`src/rtl/sipp_control.sv`:
```
// Moore control FSM sequencing fetch, decode and execute for the six-instruction SIPP datapath.
// Optional feature: define SIPP_HALT_ON_ILLEGAL_EN to park in HALT on an illegal opcode.
module sipp_control (
    input  logic        clk,
    input  logic        rst,
    input  logic [15:0] ir,
    input  logic        rf_p_zero,
    output logic        d_rd,
    output logic        d_wr,
    output logic        rf_w_wr,
    output logic        rf_p_rd,
    output logic        rf_q_rd,
    output logic        rf_p_addr_sel,
    output logic [1:0]  rf_w_data_sel,
    output logic        ir_ld,
    output logic        pc_ld,
    output logic        pc_clr,
    output logic        pc_inc,
    output logic [1:0]  alu_s,
    output logic        halted
);

    localparam logic [3:0] OP_LOAD  = 4'b0000;
    localparam logic [3:0] OP_STORE = 4'b0001;
    localparam logic [3:0] OP_ADD   = 4'b0010;
    localparam logic [3:0] OP_LDC   = 4'b0011;
    localparam logic [3:0] OP_SUB   = 4'b0100;
    localparam logic [3:0] OP_JMPZ  = 4'b0101;

    localparam logic       RF_RP_ADDR_SEL_A  = 1'b0;
    localparam logic       RF_RP_ADDR_SEL_B  = 1'b1;
    localparam logic [1:0] RF_W_DATA_SEL_ALU = 2'b00;
    localparam logic [1:0] RF_W_DATA_SEL_MEM = 2'b01;
    localparam logic [1:0] RF_W_DATA_SEL_IR  = 2'b10;
    localparam logic [1:0] ALU_FN_ADD        = 2'b00;
    localparam logic [1:0] ALU_FN_SUBTR      = 2'b01;

    typedef enum logic [3:0] {
        INIT   = 4'd0,
        FETCH  = 4'd1,
        DECODE = 4'd2,
        LOAD1  = 4'd3,
        LOAD2  = 4'd4,
        STORE  = 4'd5,
        ADD    = 4'd6,
        SUB    = 4'd7,
        LDC    = 4'd8,
        JMPZ   = 4'd9,
        JMP    = 4'd10
`ifdef SIPP_HALT_ON_ILLEGAL_EN
        , HALT = 4'd11
`endif
    } state_t;

    state_t state;
    state_t next_state;
    logic   pc_clr_q;
    logic   unused_ir;

    // Only the opcode field steers control; the operand fields go straight to the datapath.
    assign unused_ir = ^ir[11:0];

    always_comb begin
        next_state = state;
        case (state)
            INIT:   next_state = FETCH;
            FETCH:  next_state = DECODE;
            DECODE: begin
                case (ir[15:12])
                    OP_LOAD:  next_state = LOAD1;
                    OP_STORE: next_state = STORE;
                    OP_ADD:   next_state = ADD;
                    OP_LDC:   next_state = LDC;
                    OP_SUB:   next_state = SUB;
                    OP_JMPZ:  next_state = JMPZ;
`ifdef SIPP_HALT_ON_ILLEGAL_EN
                    default:  next_state = HALT;
`else
                    default:  next_state = FETCH;
`endif
                endcase
            end
            LOAD1:  next_state = LOAD2;
            LOAD2:  next_state = FETCH;
            STORE:  next_state = FETCH;
            ADD:    next_state = FETCH;
            SUB:    next_state = FETCH;
            LDC:    next_state = FETCH;
            JMPZ:   next_state = rf_p_zero ? JMP : FETCH;
            JMP:    next_state = FETCH;
`ifdef SIPP_HALT_ON_ILLEGAL_EN
            HALT:   next_state = HALT;
`endif
            default: next_state = INIT;
        endcase
    end

    // Outputs are decoded from the state being entered, so each strobe is a clean register bit.
    always_ff @(posedge clk) begin
        d_rd          <= 1'b0;
        d_wr          <= 1'b0;
        rf_w_wr       <= 1'b0;
        rf_p_rd       <= 1'b0;
        rf_q_rd       <= 1'b0;
        rf_p_addr_sel <= RF_RP_ADDR_SEL_A;
        rf_w_data_sel <= RF_W_DATA_SEL_ALU;
        ir_ld         <= 1'b0;
        pc_ld         <= 1'b0;
        pc_clr_q      <= 1'b0;
        pc_inc        <= 1'b0;
        alu_s         <= ALU_FN_ADD;
`ifdef SIPP_HALT_ON_ILLEGAL_EN
        halted        <= 1'b0;
`endif
        if (!rst) begin
            state    <= INIT;
            pc_clr_q <= 1'b1;
        end else begin
            state <= next_state;
            case (next_state)
                INIT:  pc_clr_q <= 1'b1;
                FETCH: begin
                    ir_ld  <= 1'b1;
                    pc_inc <= 1'b1;
                end
                LOAD1: d_rd <= 1'b1;
                LOAD2: begin
                    d_rd          <= 1'b1;
                    rf_w_wr       <= 1'b1;
                    rf_w_data_sel <= RF_W_DATA_SEL_MEM;
                end
                STORE: begin
                    rf_p_rd <= 1'b1;
                    d_wr    <= 1'b1;
                end
                ADD, SUB: begin
                    rf_p_rd       <= 1'b1;
                    rf_q_rd       <= 1'b1;
                    rf_p_addr_sel <= RF_RP_ADDR_SEL_B;
                    rf_w_wr       <= 1'b1;
                    alu_s         <= (next_state == SUB) ? ALU_FN_SUBTR : ALU_FN_ADD;
                end
                LDC: begin
                    rf_w_wr       <= 1'b1;
                    rf_w_data_sel <= RF_W_DATA_SEL_IR;
                end
                JMPZ:  rf_p_rd <= 1'b1;
                JMP:   pc_ld <= 1'b1;
`ifdef SIPP_HALT_ON_ILLEGAL_EN
                HALT:  halted <= 1'b1;
`endif
                default: ;
            endcase
        end
    end

    // Reset also clears the PC on the very edge that samples it.
    assign pc_clr = pc_clr_q | ~rst;

`ifndef SIPP_HALT_ON_ILLEGAL_EN
    assign halted = 1'b0;
`endif

endmodule

```
`config.mk`:
```
export PLATFORM = sky130hd
export DESIGN_NAME = sipp_control
export DESIGN_NICKNAME = d
export VERILOG_FILES = /design/src/rtl/sipp_control.sv
export SDC_FILE = /design/constraint.sdc
export NUM_CORES = 1
export LEC_CHECK = 0
export CAP_MARGIN = 5
export CORE_MARGIN = 2
export CORE_UTILIZATION = 45
export CTS_CLUSTER_DIAMETER = 100
export DETAILED_ROUTE_END_ITERATION = 8
export DONT_BUFFER_PORTS = 1
export GPL_TIMING_DRIVEN = 1
export MAX_ROUTING_LAYER = met4
export SETUP_SLACK_MARGIN = 0.4
export SLEW_MARGIN = 10
export SYNTH_ARGS = -nofsm -noshare
export SYNTH_HDL_FRONTEND = slang
export SYNTH_SLANG_ARGS = --single-unit
```
`constraint.sdc`:
```
create_clock -name clk -period 1.6 [get_ports clk]
set_input_delay 0.16 -clock clk [delete_from_list [all_inputs] [get_ports clk]]
set_output_delay 0.16 -clock clk [all_outputs]
set_load 0.03 [all_outputs]
```
==> impl_metrics.csv, run 1 <==
group,metric,value,unit
run_status,status,"finished, final reports clean",
final_layout,fill_cells,131,
yosys,ys_seq_area_frac,0.442,
detailed_routing,vias,497,
sta,final.period_utilization,0.872,
yosys,synth.distinct_cells,32,
placement,port-buffer-count,0,
yosys,synth_area,679,sq um
yosys,yosys.area.top_type_share,0.442,
power_and_ir_drop,p_per_area,890,mW/mm^2
clocking,cts-root-buf,"clkbuf_4",
worst_setup_path,critPathRequiredTime,1.80,ns
sta,drv_slew,0,
sta,max_freq,717,MHz
worst_setup_path,critPathSlowestCell,"dfxtp_4",
yosys,synth_common_cells,"dfxtp_1, nor2_1, buf_4, inv_1, nor3_2",
worst_setup_path,crit_end,"pc_inc",
placement,dp_hpwl,840,um
placement,gp_congestion,0.769,
worst_setup_path,cp-start-kind,"register",
global_routing,met2_usage,0.227,
floorplanning,start_util,0.467,
sta,fin_setup_tns,0,ns
global_routing,antenna_found_initial,0,
flow_run,maxCapViolations,0,
floorplanning,num_rows,14,
worst_setup_path,reg2reg_setup_slack,0.20,ns
yosys,async_flop_share,0,
worst_setup_path,crit_chain,"nor3b_4, buf_4, a32oi_4, nand2_2, nor4b_4",
yosys,postSynthCellCount,63,
power_and_ir_drop,leakagePower,0.329,nW
worst_setup_path,worstSetupStartpoint,"state[1]",
sta,hold-worst-slack,0.0143,ns
worst_setup_path,end_kind,"register",
clocking,cts_tree,"yes",
detailed_routing,drc,0,
global_routing,grt_util_met1,0.206,
global_routing,busiest_layer,"met2",
worst_setup_path,crit_type,"register to register",
yosys,synthFlopType,"dfxtp_1",
final_layout,largest_reg_flops,4,
worst_setup_path,arrival,1.60,ns
sta,setup_viol,0,
worst_setup_path,r2r-end,"pc_inc",
floorplanning,fp.dieH,42.9,um
global_routing,grt_use_total,0.163,
yosys,synth_area_leader_cell,"dfxtp_1",
sta,rsz0062_at_grt,"true",
sta,layout_min_cycle_time,1.40,ns
detailed_routing,first_pass_iters,4,
clocking,cts_max_level,1,
worst_setup_path,cpPeakStageDelay,0.37,ns
worst_setup_path,r2r_cells,5,
detailed_routing,wire_per_inst,14.0,um
worst_setup_path,cp_top_family,"simple AND/OR/NAND/NOR gates",
floorplanning,coreArea,0.00145,sq mm
detailed_routing,routed_wl,1.25,mm
clocking,cts_buffers,3,
final_layout,reg_top3,"state (4), rf_w_data_sel (2)",
final_layout,layout.nets,93,
yosys,synthTopCellsByArea,"dfxtp_1, nor3_2, buf_4",
yosys,syn_avg_cell_area,10.8,sq um
yosys,yosysMostFrequentCell,"dfxtp_1",
final_layout,area_growth,24.9,%
yosys,ys_ff_latch,15,
worst_setup_path,crit_cells,5,
sta,finalHoldViolCount,0,
clocking,cts.sinks,15,
worst_setup_path,timing.rr.start,"state[1]",
power_and_ir_drop,ir_drop,0.535,mV
global_routing,grt_use_met3,0.0511,
final_layout,layout-drive-gt1-share,0.521,
global_routing,first_global_vias,464,
sta,tightest_slew,0.624,ns
sta,finClkSkew,0.00601,ns
worst_setup_path,cp_max_fo,6,
floorplanning,die-width,42.9,um
detailed_routing,ant_nets,0,
final_layout,largest-register,"state",
yosys,ys.warnings.count,0,
global_routing,grt_max_degree,10,
floorplanning,pin_count,34,
detailed_routing,vias_per_cell,5.58,
clocking,clkTransAtPathRegs,0.09,ns
floorplanning,dieArea,0.00184,sq mm
worst_setup_path,crit_buf_inv,1,
global_routing,grt_pass1_wl,2.09,mm
final_layout,num_antenna_cells,0,
yosys,synth_edf_count,0,
hold_path,holdCritPathClass,"primary input to register",
global_routing,overflow,0,
clocking,cts_buffer_depth,2,
detailed_routing,drt_iter0_markers,4,
sta,slew_headroom,0.582,
clocking,worstSkewPairLatency,0.28,ns
## routing by layer
layer  routed length, um  vias up
met5                   0        -
met4                  10        0
met3                  76        2
met2                 572       19
met1                 586      231
li1                    -      245
## kinds of logic (layout without fill, tap and decap cells)
family,count (synthesis),after routing,share of synthesized area
simple gates,25,25,0.295
flops,15,15,0.442
compound gates,13,13,0.179
buf+inv,8,17,0.0663
other cells,1,2,0.00552
xor+xnor,1,1,0.0129
## final cells by class
cell class / count / area, sq um / area share
sequential: 15 / 315 / 0.372
tap: 16 / 20.0 / 0.0236
multi-input combinational: 41 / 393 / 0.463
timing repair buffer: 9 / 77.6 / 0.0914
clock inverter: 1 / 5.00 / 0.00590
inverter: 4 / 15.0 / 0.0177
clock buffer: 3 / 22.5 / 0.0265
## report_power, final
part / total [W] / internal (W) / leakage (nW) / switching, W
combinational: 0.000127 / 0.0000618 / 0.186 / 0.0000653
clock: 0.000207 / 0.0000928 / 0.0177 / 0.000114
sequential: 0.000421 / 0.000384 / 0.125 / 0.0000367
total: 0.000755 / 0.000539 / 0.329 / 0.000216
## stage by stage
stage | cells | power (W) | utilization | setup WS [ns] | instance area, sq um
after detailed placement | 76 | 0.000520 | 0.472 | 0.202 | 686
after CTS | 87 | 0.000758 | 0.564 | 0.281 | 820
after global routing | 89 | 0.000793 | 0.583 | 0.137 | 848
after global placement | 76 | 0.000520 | 0.472 | 0.252 | 686
after floorplan | 64 | 0.000514 | - | 0.384 | 696
final | 89 | 0.000755 | 0.583 | 0.205 | 848
## cells in the final DEF (no fill, tap or decap), types with 2 or more instances in the layout
cell      synthesis  layout
conb_1            1       2
clkbuf_4          0       3
buf_6             0       2
nor3_2            3       5
nor2_1            6       3
a221oi_1          2       2
dfxtp_4           0       4
inv_1             4       3
nor2_2            0       2
a21oi_1           2       2
buf_4             4       6
dfxtp_1          15      11
## worst min path at each step
stage | startpoint | endpoint | slack (ns) | cells after the start
2_1_floorplan | rst | pc_clr_q | 0.24 | 1
3_3_place_gp | rst | pc_clr_q | 0.24 | 1
3_5_place_dp | rst | pc_clr_q | 0.25 | 1
4_1_cts | rst | alu_s[0] | 0.007 | 2
5_1_grt | rst | state[1] | 0.004 | 2
6_report | rst | state[1] | 0.01 | 2
## repair_timing
item | 4_1_cts | 5_1_grt
pin swaps | 9 | 5
resized for setup | 12 | 5
setup endpoints to repair | 11 | 13
hold endpoints to repair | 1 | 0
hold buffers | 1 | 0
setup buffers | 6 | 2
Note: power is estimated with default switching activity, not from simulation.
==> run 2: changes to the inputs <==
Settings changed: REMOVE_ABC_BUFFERS from default to 1.
==> run 2 against run 1 <==
Design area down 4.1%. Critical path depth shrank 1. Global-route usage rose by 1.4 points. Largest cell class unchanged. Highest routed layer unchanged.
==> impl_metrics.csv, run 2 (synthesized netlist as in run 1, its figures left out) <==
group,metric,value,unit
run_status,status,"finished, final reports clean",
sta,setup_viol,0,
clocking,cts_max_level,1,
power_and_ir_drop,ir_drop,0.540,mV
power_and_ir_drop,p_per_area,924,mW/mm^2
global_routing,antenna_found_initial,0,
worst_setup_path,cp_max_fo,7,
final_layout,area_growth,19.7,%
final_layout,layout-drive-gt1-share,0.479,
hold_path,whs_path_depth,2,
worst_setup_path,crit_buf_inv,0,
detailed_routing,routed_wl,1.28,mm
final_layout,largest_reg_flops,4,
sta,max_freq,746,MHz
detailed_routing,vias_per_cell,5.74,
worst_setup_path,end_kind,"register",
sta,tightest_slew,0.621,ns
floorplanning,pin_count,34,
final_layout,largest-register,"state",
final_layout,reg_top3,"state (4), rf_w_data_sel (2)",
final_layout,final_common_cell,"dfxtp_1",
worst_setup_path,critPathRequiredTime,1.78,ns
worst_setup_path,crit_chain,"nor3b_4, nand4b_1, and2_4, nor4b_4",
detailed_routing,drt_iter0_markers,10,
global_routing,grt_pass1_wl,2.30,mm
worst_setup_path,cp-start-kind,"register",
sta,finalHoldViolCount,0,
global_routing,grt_use_total,0.177,
placement,port-buffer-count,0,
final_layout,final_cell_mix,"dfxtp_1, buf_4, nor2_1, nor3_2, dfxtp_4",
worst_setup_path,crit_type,"register to register",
global_routing,grt_max_degree,9,
floorplanning,num_rows,14,
sta,fin_setup_tns,0,ns
worst_setup_path,critPathSlowestCell,"dfxtp_4",
detailed_routing,ant_nets,0,
floorplanning,coreArea,0.00145,sq mm
worst_setup_path,arrival,1.52,ns
worst_setup_path,cp_top_family,"simple AND/OR/NAND/NOR gates",
sta,finClkSkew,0.00188,ns
hold_path,holdCritPathClass,"primary input to register",
clocking,cts_tree,"yes",
global_routing,first_global_vias,502,
detailed_routing,wire_per_inst,14.8,um
clocking,clkTransAtPathRegs,0.08,ns
floorplanning,start_util,0.467,
floorplanning,dieArea,0.00184,sq mm
power_and_ir_drop,leakagePower,0.310,nW
final_layout,postLayoutCoreUtil,0.559,
worst_setup_path,crit_cells,4,
flow_run,maxCapViolations,0,
clocking,worstSkewPairLatency,0.28,ns
detailed_routing,vias,499,
clocking,cts.sinks,15,
sta,rsz0062_at_grt,"true",
sta,final.period_utilization,0.838,
final_layout,num_antenna_cells,0,
clocking,cts-root-buf,"clkbuf_4",
sta,slew_headroom,0.584,
detailed_routing,drc,0,
global_routing,overflow,0,
sta,drv_slew,0,
sta,layout_min_cycle_time,1.34,ns
worst_setup_path,cpPeakStageDelay,0.38,ns
detailed_routing,first_pass_iters,4,
floorplanning,fp.dieH,42.9,um
floorplanning,die-width,42.9,um
final_layout,layout.nets,91,
clocking,cts_buffer_depth,2,
clocking,cts_buffers,3,
worst_setup_path,r2r_cells,4,
placement,gp_congestion,0.797,
run 2: worst register-to-register path, cell delays in order (launching register included):
cell,delay (ns)
dfxtp_4,0.38
nor3b_4,0.29
nand4b_1,0.22
and2_4,0.22
nor4b_4,0.13
run 2: cell type report:
| class | instances | area, sq um |
|---|---|---|
| multi-input combinational | 41 | 378 |
| timing repair buffer | 7 | 58.8 |
| clock buffer | 4 | 26.3 |
| sequential | 15 | 315 |
| fill | 126 | 641 |
| tap | 16 | 20.0 |
| inverter | 4 | 15.0 |
run 2: path summary, 6_finish.rpt:
kind / end / from / slack (ns)
min: d_wr / rst / 0.07
min reg2reg: pc_clr_q / state[3] / 0.59
max reg2reg: pc_inc / state[3] / 0.26
max: pc_inc / state[3] / 0.26
run 2: what timing repair did:
item                       in CTS  in global routing
pin swaps                       5                  1
setup buffers                   4                  0
hold endpoints to repair        2                  0
hold buffers                    1                  0
gates resized for setup        14                  3
setup endpoints to repair      12                 13
run 2: power by group:
group | switching (W) | internal (W) | leakage (nW)
logic | 0.0000676 | 0.0000587 | 0.170
registers | 0.0000343 | 0.000384 | 0.125
clock network | 0.000110 | 0.0000968 | 0.0150
run 2: layer usage:
metal	up-vias	wire length (um)	track usage
met5	-	0	-
met4	0	8	0.0500
met3	3	72	0.0809
met2	18	714	0.285
met1	239	489	0.196
li1	239	-	-
run 2: per-stage QoR:
stage	area [sq um]	power (W)	setup WS (ns)	hold WS, ns	cells
4_1_cts	805	0.000757	0.278	0.0536	87
3_5_place_dp	688	0.000524	0.181	0.249	78
6_report	813	0.000751	0.260	0.0718	87
3_3_place_gp	688	0.000524	0.174	0.257	78
2_1_floorplan	653	0.000503	0.281	0.236	60
5_1_grt	813	0.000796	0.154	0.0527	87
